===== src/rtl/riscv_rf_wb_if.sv =====
// Bundle of the write-back controller's bus signals: ALU result handshake, load issue/response,
// ID hazard query and the registered RF write port. clk/rst_n stay outside the bundle.
interface riscv_rf_wb_if #(
  parameter int XLEN = 32,
  parameter int AW   = 5
);
  // ALU handshake: a result transfers on a cycle where alu_valid_i & alu_ready_o are both high;
  // the producer holds valid/dst/data stable until that cycle, and ready never looks at valid.
  logic            alu_valid_i;
  logic            alu_ready_o;
  logic [AW-1:0]   alu_dst_i;
  logic [XLEN-1:0] alu_data_i;

  logic            ld_issue_i;
  logic [AW-1:0]   ld_issue_dst_i;
  logic            ld_valid_i;
  logic [AW-1:0]   ld_dst_i;
  logic [XLEN-1:0] ld_data_i;

  logic [AW-1:0]   id_src1_i;
  logic [AW-1:0]   id_src2_i;
  logic [AW-1:0]   id_dst_i;
  logic            id_dst_we_i;
  logic            id_stall_o;
  logic            fwd1_valid_o;
  logic [XLEN-1:0] fwd1_data_o;
  logic            fwd2_valid_o;
  logic [XLEN-1:0] fwd2_data_o;

  logic            rf_we_o;
  logic [AW-1:0]   rf_dst_o;
  logic [XLEN-1:0] rf_dst_d_o;
  logic            ld_err_o;

  modport slave (
    input  alu_valid_i, alu_dst_i, alu_data_i,
    input  ld_issue_i, ld_issue_dst_i, ld_valid_i, ld_dst_i, ld_data_i,
    input  id_src1_i, id_src2_i, id_dst_i, id_dst_we_i,
    output alu_ready_o, id_stall_o, fwd1_valid_o, fwd1_data_o, fwd2_valid_o, fwd2_data_o,
    output rf_we_o, rf_dst_o, rf_dst_d_o, ld_err_o
  );

  modport master (
    output alu_valid_i, alu_dst_i, alu_data_i,
    output ld_issue_i, ld_issue_dst_i, ld_valid_i, ld_dst_i, ld_data_i,
    output id_src1_i, id_src2_i, id_dst_i, id_dst_we_i,
    input  alu_ready_o, id_stall_o, fwd1_valid_o, fwd1_data_o, fwd2_valid_o, fwd2_data_o,
    input  rf_we_o, rf_dst_o, rf_dst_d_o, ld_err_o
  );
endinterface


===== src/rtl/riscv_rf_wb.sv =====
// Register-file write-port controller: arbitrates load responses, a one-entry ALU skid and new
// ALU results onto a registered RF write, tracks pending loads and supplies ID stall/forwarding.
module riscv_rf_wb #(
  parameter int XLEN = 32,
  parameter int NREG = 32
) (
  input logic           clk,
  input logic           rst_n,
  riscv_rf_wb_if.slave  bus
);
  localparam int AW = $clog2(NREG);

  logic [NREG-1:0] pend_q, pend_d;
  logic            skid_v_q, skid_v_d;
  logic [AW-1:0]   skid_dst_q, skid_dst_d;
  logic [XLEN-1:0] skid_data_q, skid_data_d;
  logic            alu_rdy_q;
  logic            rf_we_q, rf_we_d;
  logic [AW-1:0]   rf_dst_q, rf_dst_d;
  logic [XLEN-1:0] rf_data_q, rf_data_d;
  logic            err_q, err_d;

  logic            alu_hs;
  logic            win_v;
  logic [AW-1:0]   win_dst;
  logic [XLEN-1:0] win_data;
  logic [XLEN:0]   fwd1, fwd2;

  assign alu_hs = bus.alu_valid_i & alu_rdy_q;

  // Load responses cannot be back-pressured, so they always win; a colliding ALU result parks in the skid.
  always_comb begin
    win_v       = 1'b0;
    win_dst     = '0;
    win_data    = '0;
    skid_v_d    = skid_v_q;
    skid_dst_d  = skid_dst_q;
    skid_data_d = skid_data_q;
    if (bus.ld_valid_i) begin
      win_v    = 1'b1;
      win_dst  = bus.ld_dst_i;
      win_data = bus.ld_data_i;
      if (alu_hs) begin
        skid_v_d    = 1'b1;
        skid_dst_d  = bus.alu_dst_i;
        skid_data_d = bus.alu_data_i;
      end
    end else if (skid_v_q) begin
      win_v    = 1'b1;
      win_dst  = skid_dst_q;
      win_data = skid_data_q;
      skid_v_d = 1'b0;
    end else if (alu_hs) begin
      win_v    = 1'b1;
      win_dst  = bus.alu_dst_i;
      win_data = bus.alu_data_i;
    end
  end

  always_comb begin
    rf_we_d   = win_v & (win_dst != '0);
    rf_dst_d  = win_v ? win_dst : rf_dst_q;
    rf_data_d = win_v ? win_data : rf_data_q;
  end

  // Issue is applied after the response clear so a same-register issue keeps the bit set.
  always_comb begin
    pend_d = pend_q;
    if (bus.ld_valid_i) pend_d[bus.ld_dst_i] = 1'b0;
    if (bus.ld_issue_i) pend_d[bus.ld_issue_dst_i] = 1'b1;
    pend_d[0] = 1'b0;
  end

  always_comb begin
    err_d = err_q | (bus.ld_valid_i & (bus.ld_dst_i != '0) & ~pend_q[bus.ld_dst_i]);
  end

  always_ff @(posedge clk) begin
    if (!rst_n) begin
      pend_q      <= '0;
      skid_v_q    <= 1'b0;
      skid_dst_q  <= '0;
      skid_data_q <= '0;
      alu_rdy_q   <= 1'b1;
      rf_we_q     <= 1'b0;
      rf_dst_q    <= '0;
      rf_data_q   <= '0;
      err_q       <= 1'b0;
    end else begin
      pend_q      <= pend_d;
      skid_v_q    <= skid_v_d;
      skid_dst_q  <= skid_dst_d;
      skid_data_q <= skid_data_d;
      alu_rdy_q   <= ~skid_v_d;
      rf_we_q     <= rf_we_d;
      rf_dst_q    <= rf_dst_d;
      rf_data_q   <= rf_data_d;
      err_q       <= err_d;
    end
  end

  // The write in flight is newer than anything in the skid, so it is checked first.
  function automatic logic [XLEN:0] fwd_lookup(input logic [AW-1:0] s,
                                               input logic we, input logic [AW-1:0] wdst,
                                               input logic [XLEN-1:0] wdata,
                                               input logic sv, input logic [AW-1:0] sdst,
                                               input logic [XLEN-1:0] sdata);
    fwd_lookup = '0;
    if (s != '0) begin
      if (we && (wdst == s))      fwd_lookup = {1'b1, wdata};
      else if (sv && (sdst == s)) fwd_lookup = {1'b1, sdata};
    end
  endfunction

  always_comb begin
    fwd1 = fwd_lookup(bus.id_src1_i, rf_we_q, rf_dst_q, rf_data_q, skid_v_q, skid_dst_q, skid_data_q);
    fwd2 = fwd_lookup(bus.id_src2_i, rf_we_q, rf_dst_q, rf_data_q, skid_v_q, skid_dst_q, skid_data_q);
  end

  assign bus.id_stall_o   = ((bus.id_src1_i != '0) & pend_q[bus.id_src1_i])
                          | ((bus.id_src2_i != '0) & pend_q[bus.id_src2_i])
                          | (bus.id_dst_we_i & (bus.id_dst_i != '0) & pend_q[bus.id_dst_i]);
  assign bus.fwd1_valid_o = fwd1[XLEN];
  assign bus.fwd1_data_o  = fwd1[XLEN-1:0];
  assign bus.fwd2_valid_o = fwd2[XLEN];
  assign bus.fwd2_data_o  = fwd2[XLEN-1:0];
  assign bus.alu_ready_o  = alu_rdy_q;
  assign bus.rf_we_o      = rf_we_q;
  assign bus.rf_dst_o     = rf_dst_q;
  assign bus.rf_dst_d_o   = rf_data_q;
  assign bus.ld_err_o     = err_q;
endmodule


===== src/flat_wrapper.sv =====
// flat-port wrapper written by rule: the top's interface ports become plain ports
module riscv_rf_wb_flat 
#(
  parameter int XLEN = 32,
  parameter int NREG = 32
)
  (clk, rst_n, bus_alu_valid_i, bus_alu_dst_i, bus_alu_data_i, bus_ld_issue_i, bus_ld_issue_dst_i, bus_ld_valid_i, bus_ld_dst_i, bus_ld_data_i, bus_id_src1_i, bus_id_src2_i, bus_id_dst_i, bus_id_dst_we_i, bus_alu_ready_o, bus_id_stall_o, bus_fwd1_valid_o, bus_fwd1_data_o, bus_fwd2_valid_o, bus_fwd2_data_o, bus_rf_we_o, bus_rf_dst_o, bus_rf_dst_d_o, bus_ld_err_o);
  riscv_rf_wb_if #(.XLEN(XLEN)) bus_i ();
  input logic clk;
  input logic rst_n;
  input wire logic [$bits(bus_i.alu_valid_i)-1:0] bus_alu_valid_i;
  input wire logic [$bits(bus_i.alu_dst_i)-1:0] bus_alu_dst_i;
  input wire logic [$bits(bus_i.alu_data_i)-1:0] bus_alu_data_i;
  input wire logic [$bits(bus_i.ld_issue_i)-1:0] bus_ld_issue_i;
  input wire logic [$bits(bus_i.ld_issue_dst_i)-1:0] bus_ld_issue_dst_i;
  input wire logic [$bits(bus_i.ld_valid_i)-1:0] bus_ld_valid_i;
  input wire logic [$bits(bus_i.ld_dst_i)-1:0] bus_ld_dst_i;
  input wire logic [$bits(bus_i.ld_data_i)-1:0] bus_ld_data_i;
  input wire logic [$bits(bus_i.id_src1_i)-1:0] bus_id_src1_i;
  input wire logic [$bits(bus_i.id_src2_i)-1:0] bus_id_src2_i;
  input wire logic [$bits(bus_i.id_dst_i)-1:0] bus_id_dst_i;
  input wire logic [$bits(bus_i.id_dst_we_i)-1:0] bus_id_dst_we_i;
  output wire logic [$bits(bus_i.alu_ready_o)-1:0] bus_alu_ready_o;
  output wire logic [$bits(bus_i.id_stall_o)-1:0] bus_id_stall_o;
  output wire logic [$bits(bus_i.fwd1_valid_o)-1:0] bus_fwd1_valid_o;
  output wire logic [$bits(bus_i.fwd1_data_o)-1:0] bus_fwd1_data_o;
  output wire logic [$bits(bus_i.fwd2_valid_o)-1:0] bus_fwd2_valid_o;
  output wire logic [$bits(bus_i.fwd2_data_o)-1:0] bus_fwd2_data_o;
  output wire logic [$bits(bus_i.rf_we_o)-1:0] bus_rf_we_o;
  output wire logic [$bits(bus_i.rf_dst_o)-1:0] bus_rf_dst_o;
  output wire logic [$bits(bus_i.rf_dst_d_o)-1:0] bus_rf_dst_d_o;
  output wire logic [$bits(bus_i.ld_err_o)-1:0] bus_ld_err_o;
  assign bus_i.alu_valid_i = bus_alu_valid_i;
  assign bus_i.alu_dst_i = bus_alu_dst_i;
  assign bus_i.alu_data_i = bus_alu_data_i;
  assign bus_i.ld_issue_i = bus_ld_issue_i;
  assign bus_i.ld_issue_dst_i = bus_ld_issue_dst_i;
  assign bus_i.ld_valid_i = bus_ld_valid_i;
  assign bus_i.ld_dst_i = bus_ld_dst_i;
  assign bus_i.ld_data_i = bus_ld_data_i;
  assign bus_i.id_src1_i = bus_id_src1_i;
  assign bus_i.id_src2_i = bus_id_src2_i;
  assign bus_i.id_dst_i = bus_id_dst_i;
  assign bus_i.id_dst_we_i = bus_id_dst_we_i;
  assign bus_alu_ready_o = bus_i.alu_ready_o;
  assign bus_id_stall_o = bus_i.id_stall_o;
  assign bus_fwd1_valid_o = bus_i.fwd1_valid_o;
  assign bus_fwd1_data_o = bus_i.fwd1_data_o;
  assign bus_fwd2_valid_o = bus_i.fwd2_valid_o;
  assign bus_fwd2_data_o = bus_i.fwd2_data_o;
  assign bus_rf_we_o = bus_i.rf_we_o;
  assign bus_rf_dst_o = bus_i.rf_dst_o;
  assign bus_rf_dst_d_o = bus_i.rf_dst_d_o;
  assign bus_ld_err_o = bus_i.ld_err_o;
  riscv_rf_wb #(.XLEN(XLEN), .NREG(NREG)) u_core (.clk(clk), .rst_n(rst_n), .bus(bus_i));
endmodule

===== config.mk =====
export PLATFORM = sky130hd
export DESIGN_NAME = riscv_rf_wb_flat
export DESIGN_NICKNAME = d
export VERILOG_FILES = /design/src/rtl/riscv_rf_wb_if.sv /design/src/rtl/riscv_rf_wb.sv /design/src/flat_wrapper.sv
export SDC_FILE = /design/constraint.sdc
export NUM_CORES = 1
export LEC_CHECK = 0
export ABC_AREA = 1
export CAP_MARGIN = 10
export CORE_ASPECT_RATIO = 0.75
export CORE_MARGIN = 2
export CORE_UTILIZATION = 53
export CTS_BUF_LIST = sky130_fd_sc_hd__clkbuf_4 sky130_fd_sc_hd__clkbuf_8 sky130_fd_sc_hd__clkbuf_16
export DETAILED_ROUTE_END_ITERATION = 6
export PLACE_DENSITY_LB_ADDON = 0.05
export SYNTH_ARGS = -nofsm -noshare
export SYNTH_HDL_FRONTEND = slang
export SYNTH_SLANG_ARGS = --single-unit

===== constraint.sdc =====
create_clock -name clk -period 4.7 [get_ports clk]
set_clock_uncertainty 0.15 [all_clocks]
set_input_delay 0.94 -clock clk [delete_from_list [all_inputs] [get_ports clk]]
set_output_delay 0.94 -clock clk [all_outputs]
set_load 0.05 [all_outputs]

==> flow_summary.toml, run 1 <==
[run_status]
outcome = "finished, violations left"
violations = "DRC"

[critical_path]
critPathArrivalTime_ns = 3.34
critPathMaxStageDelay_ns = 0.66
r2r_end = "u_core.bus.rf_dst_d_o[10]$_SDFFE_PN0P_"
reg2regPathDepth = 8
critPathMaxFanout = 33
r2r_slack_ns = 1.72
worstPathCellList = "clkdlybuf4s50_1 -> inv_1 -> o22ai_1 -> a21oi_1 -> nand3_2 -> nand2_1 -> nand2_2 -> nor2_1 -> buf_12"
end_kind = "primary output"
cp_top_family = "buffers and inverters"
path_class = "in2out"
start_kind = "primary input"
cp_slowest_cell = "clkdlybuf4s50_1"
r2r-start = "u_core.skid_v_q$_SDFF_PN0_"
worst-path-buf-inv = 3
worst_ep_required_time_ns = 3.61
crit_cells = 9

[synthesis]
synthDistinctLibCells = 31
ys_seq_area_share_pct = 30.0
avgSynthCellArea_um2 = 6.10
ys.warnings.count = 0
syn_area_um2 = 7280
syn_inst = 1192
ys_ff_latch = 109
synth_nets = 1292

[routing]
wl_per_cell_um = 18.4
drc = 2
drt-vias-per-instance = 5.91
dr.pass1.iters = 7
drt-total-wl_mm = 28.1
ant_nets = 0
dr_total_vias = 9014
drt-initial-drc-count = 1142

[worst_hold_path]
hp-class = "reg2reg"
min_from = "u_core.bus.ld_err_o$_SDFF_PN0_"
holdPathStages = 2
hold_end = "u_core.bus.ld_err_o$_SDFF_PN0_"

[floorplan]
rows = 37
design.portCount = 207
start_util_pct = 53.6
dieHeight_um = 105
coreArea_um2 = 13600
fp.dieW_um = 139
die_area_um2 = 14700

[global_routing]
antenna_found_initial = 0
overflow = 0
grt_start_max_net_pins = 67
grt_pass1_wl_mm = 43.1
grt_usage_pct = 36.8
grt_pass1_vias = 8028

[power_and_ir_drop]
internal-power_mw = 1.63
pwr-share-clk_pct = 31.3
vdd_drop_max_uv = 237
pwr-share-comb_pct = 27.2
p_sw_uw = 860
power_density_nw_per_um2 = 245
p_leak_nw = 4.21
power_frac_seq_pct = 41.4
power_mw = 2.49
p_sw_share_pct = 34.5

[clocking]
cts-root-buf = "clkbuf_16"
cts_tree = "done"
cts_hold_buf = 0
cts_buffers = 9
post_cts_buffers = 0
ctsResizeCount = 0
clk_latency_ns = 0.36
cts_sinks = 109
clk_pin_slew_ns = 0.07
clk_path_buf_depth = 2
htree_levels = 3

[timing]
min_period_over_period_pct = 94.3
worst_slew_pin_slew_ns = 1.21
setup_viol = 0
relSlewSlack_pct = 18.9
fin_tns_setup_ns = 0
slew_viol_final = 0
rsz0062_at_grt = "no"
max_freq_mhz = 226
hold_viol_final = 0
min_period_ns = 4.43

[cells_and_area]
drive_gt1_share_pct = 11.1
fin_cells = 1525
fill_cells = 1086
finalNetCount = 1445
diodes = 0
area_growth_syn_to_layout_pct = 39.9

[place]
dp.cells = 1509
portBuffers = 206
gp_congestion = 1.01
dp_hpwl_mm = 20.2

[flow_run]
drv_cap = 0
==> worst register-to-register path, delay by kind of cell, from the launching register on <==
| kind | cells | cell delay (ns) |
|---|---|---|
| compound gates | 2 | 0.30 |
| buf+inv | 3 | 1.11 |
| flops | 1 | 0.48 |
| simple gates | 3 | 0.83 |
==> how the worst max path moves through the flow <==
stage / startpoint / end / slack, ns
2_1_floorplan: bus_id_src1_i[2] / bus_fwd1_data_o[24] / 1.11
3_3_place_gp: bus_id_src1_i[1] / bus_fwd1_data_o[6] / 0.45
3_5_place_dp: bus_id_src1_i[1] / bus_fwd1_data_o[13] / 0.33
4_1_cts: bus_id_src1_i[1] / bus_fwd1_data_o[9] / 0.32
5_1_grt: bus_id_src1_i[1] / bus_fwd1_data_o[31] / 0.08
6_report: bus_id_src1_i[1] / bus_fwd1_data_o[31] / 0.27
==> cells in the mapped netlist <==
| master | n | share of area, % |
|---|---|---|
| nand2_1 | 285 | 15 |
| nand2_2 | 4 | 0.34 |
| a31oi_1 | 6 | 0.52 |
| inv_2 | 5 | 0.26 |
| nand3_1 | 102 | 7.0 |
| a22oi_2 | 1 | 0.17 |
| o21ai_1 | 51 | 3.5 |
| o21ai_0 | 154 | 11 |
| buf_6 | 17 | 2.6 |
| nor3_2 | 1 | 0.14 |
| nand4_1 | 3 | 0.26 |
| buf_1 | 3 | 0.15 |
| o21ai_2 | 18 | 2.2 |
| buf_4 | 3 | 0.31 |
| a21oi_1 | 122 | 8.4 |
| nor2_2 | 19 | 1.6 |
| or2_1 | 1 | 0.086 |
| nand3_2 | 1 | 0.14 |
| mux2i_1 | 1 | 0.14 |
| nor3_1 | 21 | 1.4 |
| o22ai_1 | 16 | 1.4 |
| xor2_1 | 2 | 0.24 |
| a21oi_2 | 1 | 0.12 |
| inv_1 | 112 | 5.8 |
| a21boi_0 | 1 | 0.10 |
| o211ai_1 | 6 | 0.62 |
| clkbuf_1 | 24 | 1.2 |
| buf_2 | 29 | 2.0 |
| nor2_1 | 72 | 3.7 |
| dfxtp_1 | 109 | 30 |
| o221ai_1 | 2 | 0.24 |
==> layer usage <==
metal,up-vias,GRT usage [%],share of wire (%)
li1,4267,-,-
met1,4063,52.1,40
met2,628,53.2,42
met3,56,11.4,15
met4,0,11.6,2.6
met5,-,0,0
==> layout by cell type, fill, tap and decap left out, types with 2 or more instances in the layout <==
cell             instances
nor2_2                  19
nand4_1                  3
inv_2                    6
o22ai_1                 16
o21ai_1                 51
buf_12                  69
nand3_2                  2
a21oi_1                122
nand2_1                284
nand3_1                101
buf_4                   10
nor2_1                  72
dfxtp_1                109
buf_2                    2
o21ai_0                154
a31oi_1                  6
nor3_1                  21
o21ai_2                 18
inv_6                    2
nand2_2                  5
clkbuf_8                 2
inv_1                  111
o211ai_1                 6
clkdlybuf4s50_1        137
xor2_1                   2
o221ai_1                 2
clkbuf_16                9
==> through the flow <==
step	util, %	setup WS (ns)	instance area (um2)	hold WS [ns]
global placement	72.8	0.453	9880	0.287
CTS	75.0	0.325	10200	0.315
floorplan	-	1.11	7280	0.300
finish	75.0	0.268	10200	0.315
detailed placement	72.8	0.335	9880	0.298
global route	75.0	0.0771	10200	0.346
==> logic make-up after synthesis <==
group,Yosys count,share of synthesized area [%]
muxes,1,0.138
DFF,109,30.0
AOI/OAI and AO/OA,378,27.8
and+or+nand+nor,509,29.5
xor gates and xnor gates,2,0.241
buffers and inverters,193,12.4
==> sequential cells by signal (all words and copies together) (netlist names) <==
register	flops
u_core.bus.rf_we_o	1
u_core.skid_dst_q	5
u_core.skid_data_q	32
u_core.pend_q	31
u_core.bus.alu_ready_o	1
u_core.bus.rf_dst_d_o	32
u_core.bus.ld_err_o	1
u_core.skid_v_q	1
u_core.bus.rf_dst_o	5
==> cell type report <==
type                    count  area, um2  area share (%)
clock inverters             4       36.3           0.357
repair buffers            218       2840            27.9
flip-flops and latches    109       2180            21.4
multi-input cells         890       4200            41.3
well taps                 175        219            2.15
clock buffers              12        260            2.56
inverters                 117        439            4.32
==> power groups by stage <==
stage                     registers (mW)  clock network [mW]  logic, mW
after CTS                           1.03               0.778      0.667
after global placement              1.05                   0      0.651
final                               1.03               0.780      0.677
after detailed placement            1.05                   0      0.663
after floorplan                     1.13                   0      0.320
after global routing                1.04               0.812      0.726
(Power assumes the default switching activity.)
==> run 2, diff against run 1 <==
Settings changed: ABC_AREA 1 to unset, CAP_MARGIN 10 to unset, CORE_UTILIZATION 53 to 52.
==> flow_summary.toml, run 2 <==
[global_routing]
antenna_found_initial = 0
grt_pass1_vias = 6700
grt_usage_pct = 29.8
grt_start_max_net_pins = 65
grt_pass1_wl_mm = 35.7
overflow = 0

[clocking]
clk_pin_slew_ns = 0.08
cts_sinks = 109
clk_latency_ns = 0.35
cts_hold_buf = 0
cts_buffers = 9
cts-root-buf = "clkbuf_16"
htree_levels = 3
cts_tree = "done"
ctsResizeCount = 0
clk_path_buf_depth = 2
post_cts_buffers = 0

[synthesis]
yosysMostFrequentCell = "nand2_1"
synth_edf_count = 0
yosys.area.top_type = "dfxtp_1"
ys_ff_latch = 109
yosys-top-cells-area = "dfxtp_1, mux2i_1, nand2_1"
synth_nets = 967
syn_inst = 867
avgSynthCellArea_um2 = 8.21
ys_dominant_reg_cell = "dfxtp_1"
synthDistinctLibCells = 49
synth_common_cells = "nand2_1, mux2i_1, dfxtp_1, nor2_1, a21oi_1"
syn_area_um2 = 7120
ys.warnings.count = 0
ys_seq_area_share_pct = 30.6
async_flop_share_pct = 0
synth_top_area_share_pct = 30.6

[critical_path]
cp_slowest_cell = "clkdlybuf4s50_1"
r2r-start = "u_core.skid_v_q$_SDFF_PN0_"
r2r_end = "u_core.bus.rf_we_o$_SDFF_PN0_"
r2r_slack_ns = 2.51
critPathMaxStageDelay_ns = 0.68
critPathMaxFanout = 32
end_kind = "primary output"
worst_ep_required_time_ns = 3.61
critPathArrivalTime_ns = 3.24
cp_top_family = "buffers and inverters"
worst-path-buf-inv = 3
reg2regPathDepth = 6
start_kind = "primary input"
worstPathCellList = "clkdlybuf4s50_1 -> xor2_1 -> nor4_1 -> and3_2 -> buf_12 -> mux2i_1 -> nor2_1 -> buf_4"
path_class = "in2out"

[place]
gp_congestion = 0.969
portBuffers = 206
dpl_cell_area_um2 = 9080
dp_hpwl_mm = 15.8

[routing]
drt-vias-per-instance = 5.81
ant_nets = 0
dr_total_vias = 7035
drt-initial-drc-count = 465
drt-total-wl_mm = 22.3
wl_per_cell_um = 18.4
dr.pass1.iters = 5
drc = 0

[run_status]
outcome = "finished clean"

[floorplan]
design.portCount = 207
coreArea_um2 = 13200
start_util_pct = 54.0
rows = 36
fp.dieW_um = 139
die_area_um2 = 14700
dieHeight_um = 105

[worst_hold_path]
min_from = "u_core.skid_data_q[16]$_SDFFE_PN0P_"
holdPathStages = 2
hold_end = "u_core.skid_data_q[16]$_SDFFE_PN0P_"
hp-class = "reg2reg"

[flow_run]
drv_cap = 0

[timing]
relSlewSlack_pct = 25.7
fin_tns_setup_ns = 0
setup_viol = 0
min_period_over_period_pct = 92.1
rsz0062_at_grt = "no"
max_freq_mhz = 231
slew_viol_final = 0
hold_viol_final = 0
min_period_ns = 4.33
worst_slew_pin_slew_ns = 1.11

[power_and_ir_drop]
power_density_nw_per_um2 = 249
pwr-share-clk_pct = 32.6
vdd_drop_max_uv = 207
p_sw_share_pct = 32.1
p_leak_nw = 3.50
pwr-share-comb_pct = 23.5
p_sw_uw = 747
internal-power_mw = 1.58
power_frac_seq_pct = 43.9

[cells_and_area]
final_cell_mix = "nand2_1, mux2i_1, clkdlybuf4s50_1"
finalNetCount = 1134
diodes = 0
final_cell_area_um2 = 9380
drive_gt1_share_pct = 13.5
final_common_cell = "nand2_1"
area_growth_syn_to_layout_pct = 31.7
[run 2: layout make-up]
| type | count | area, um2 |
|---|---|---|
| inverters | 6 | 22.5 |
| fillers | 1087 | 3820 |
| repair buffers | 224 | 2110 |
| well taps | 171 | 214 |
| flip-flops and latches | 109 | 2180 |
| clock inverters | 7 | 72.6 |
| clock buffers | 9 | 225 |
| multi-input cells | 684 | 4550 |
[run 2: worst max-delay path by stage]
stage                           startpoint             endpoint  slack (ns)  depth (start not counted)
after global placement    bus_id_src2_i[1]       bus_id_stall_o        0.44                          7
final                     bus_id_src2_i[1]  bus_fwd2_data_o[21]        0.37                          8
after floorplan           bus_id_src1_i[2]  bus_fwd1_data_o[13]        0.83                          8
after global routing      bus_id_src1_i[1]  bus_fwd1_data_o[10]        0.18                          8
after CTS                 bus_id_src2_i[1]       bus_id_stall_o        0.39                          7
after detailed placement  bus_id_src2_i[1]       bus_id_stall_o        0.40                          7
[run 2: logic make-up after synthesis]
kind of cell / count (synthesis) / share of synthesized area (%)
AO/OA/AOI/OAI: 171 / 13.3
XOR/XNOR: 20 / 2.46
buffers and inverters: 74 / 5.55
flip-flops: 109 / 30.6
multiplexers: 175 / 29.0
AND/OR/NAND/NOR: 318 / 19.1
[run 2: power by group through the flow]
stage,sequential (mW),clock [mW],combinational [mW]
after floorplan,1.11,0,0.254
after global placement,1.04,0,0.540
after detailed placement,1.04,0,0.545
after CTS,1.02,0.775,0.548
after global routing,1.03,0.808,0.588
final,1.02,0.760,0.548
[run 2: layer usage]
layer	global-route usage (%)	vias to the layer above	part of all wire, %
li1	-	3372	-
met4	7.29	0	1.7
met2	45.0	362	43
met1	42.2	3274	44
met5	0	-	0
met3	8.41	27	11
[run 2: through the flow]
step	hold slack (ns)	cells	util, %	power (mW)	setup WS (ns)
finish	0.339	1210	71.1	2.33	0.370
floorplan	0.311	867	-	1.37	0.832
global placement	0.326	1194	68.8	1.58	0.439
CTS	0.340	1210	71.1	2.34	0.392
global route	0.371	1210	71.1	2.43	0.175
detailed placement	0.327	1194	68.8	1.59	0.396
[run 2: worst register-to-register path, stage by stage, from the launching register on]
cell and delay (ns):
dfxtp_2 0.50, buf_4 0.57, nor2b_1 0.11, a22oi_1 0.16, o21ai_0 0.14, nor4_1 0.31, a211oi_1 0.12
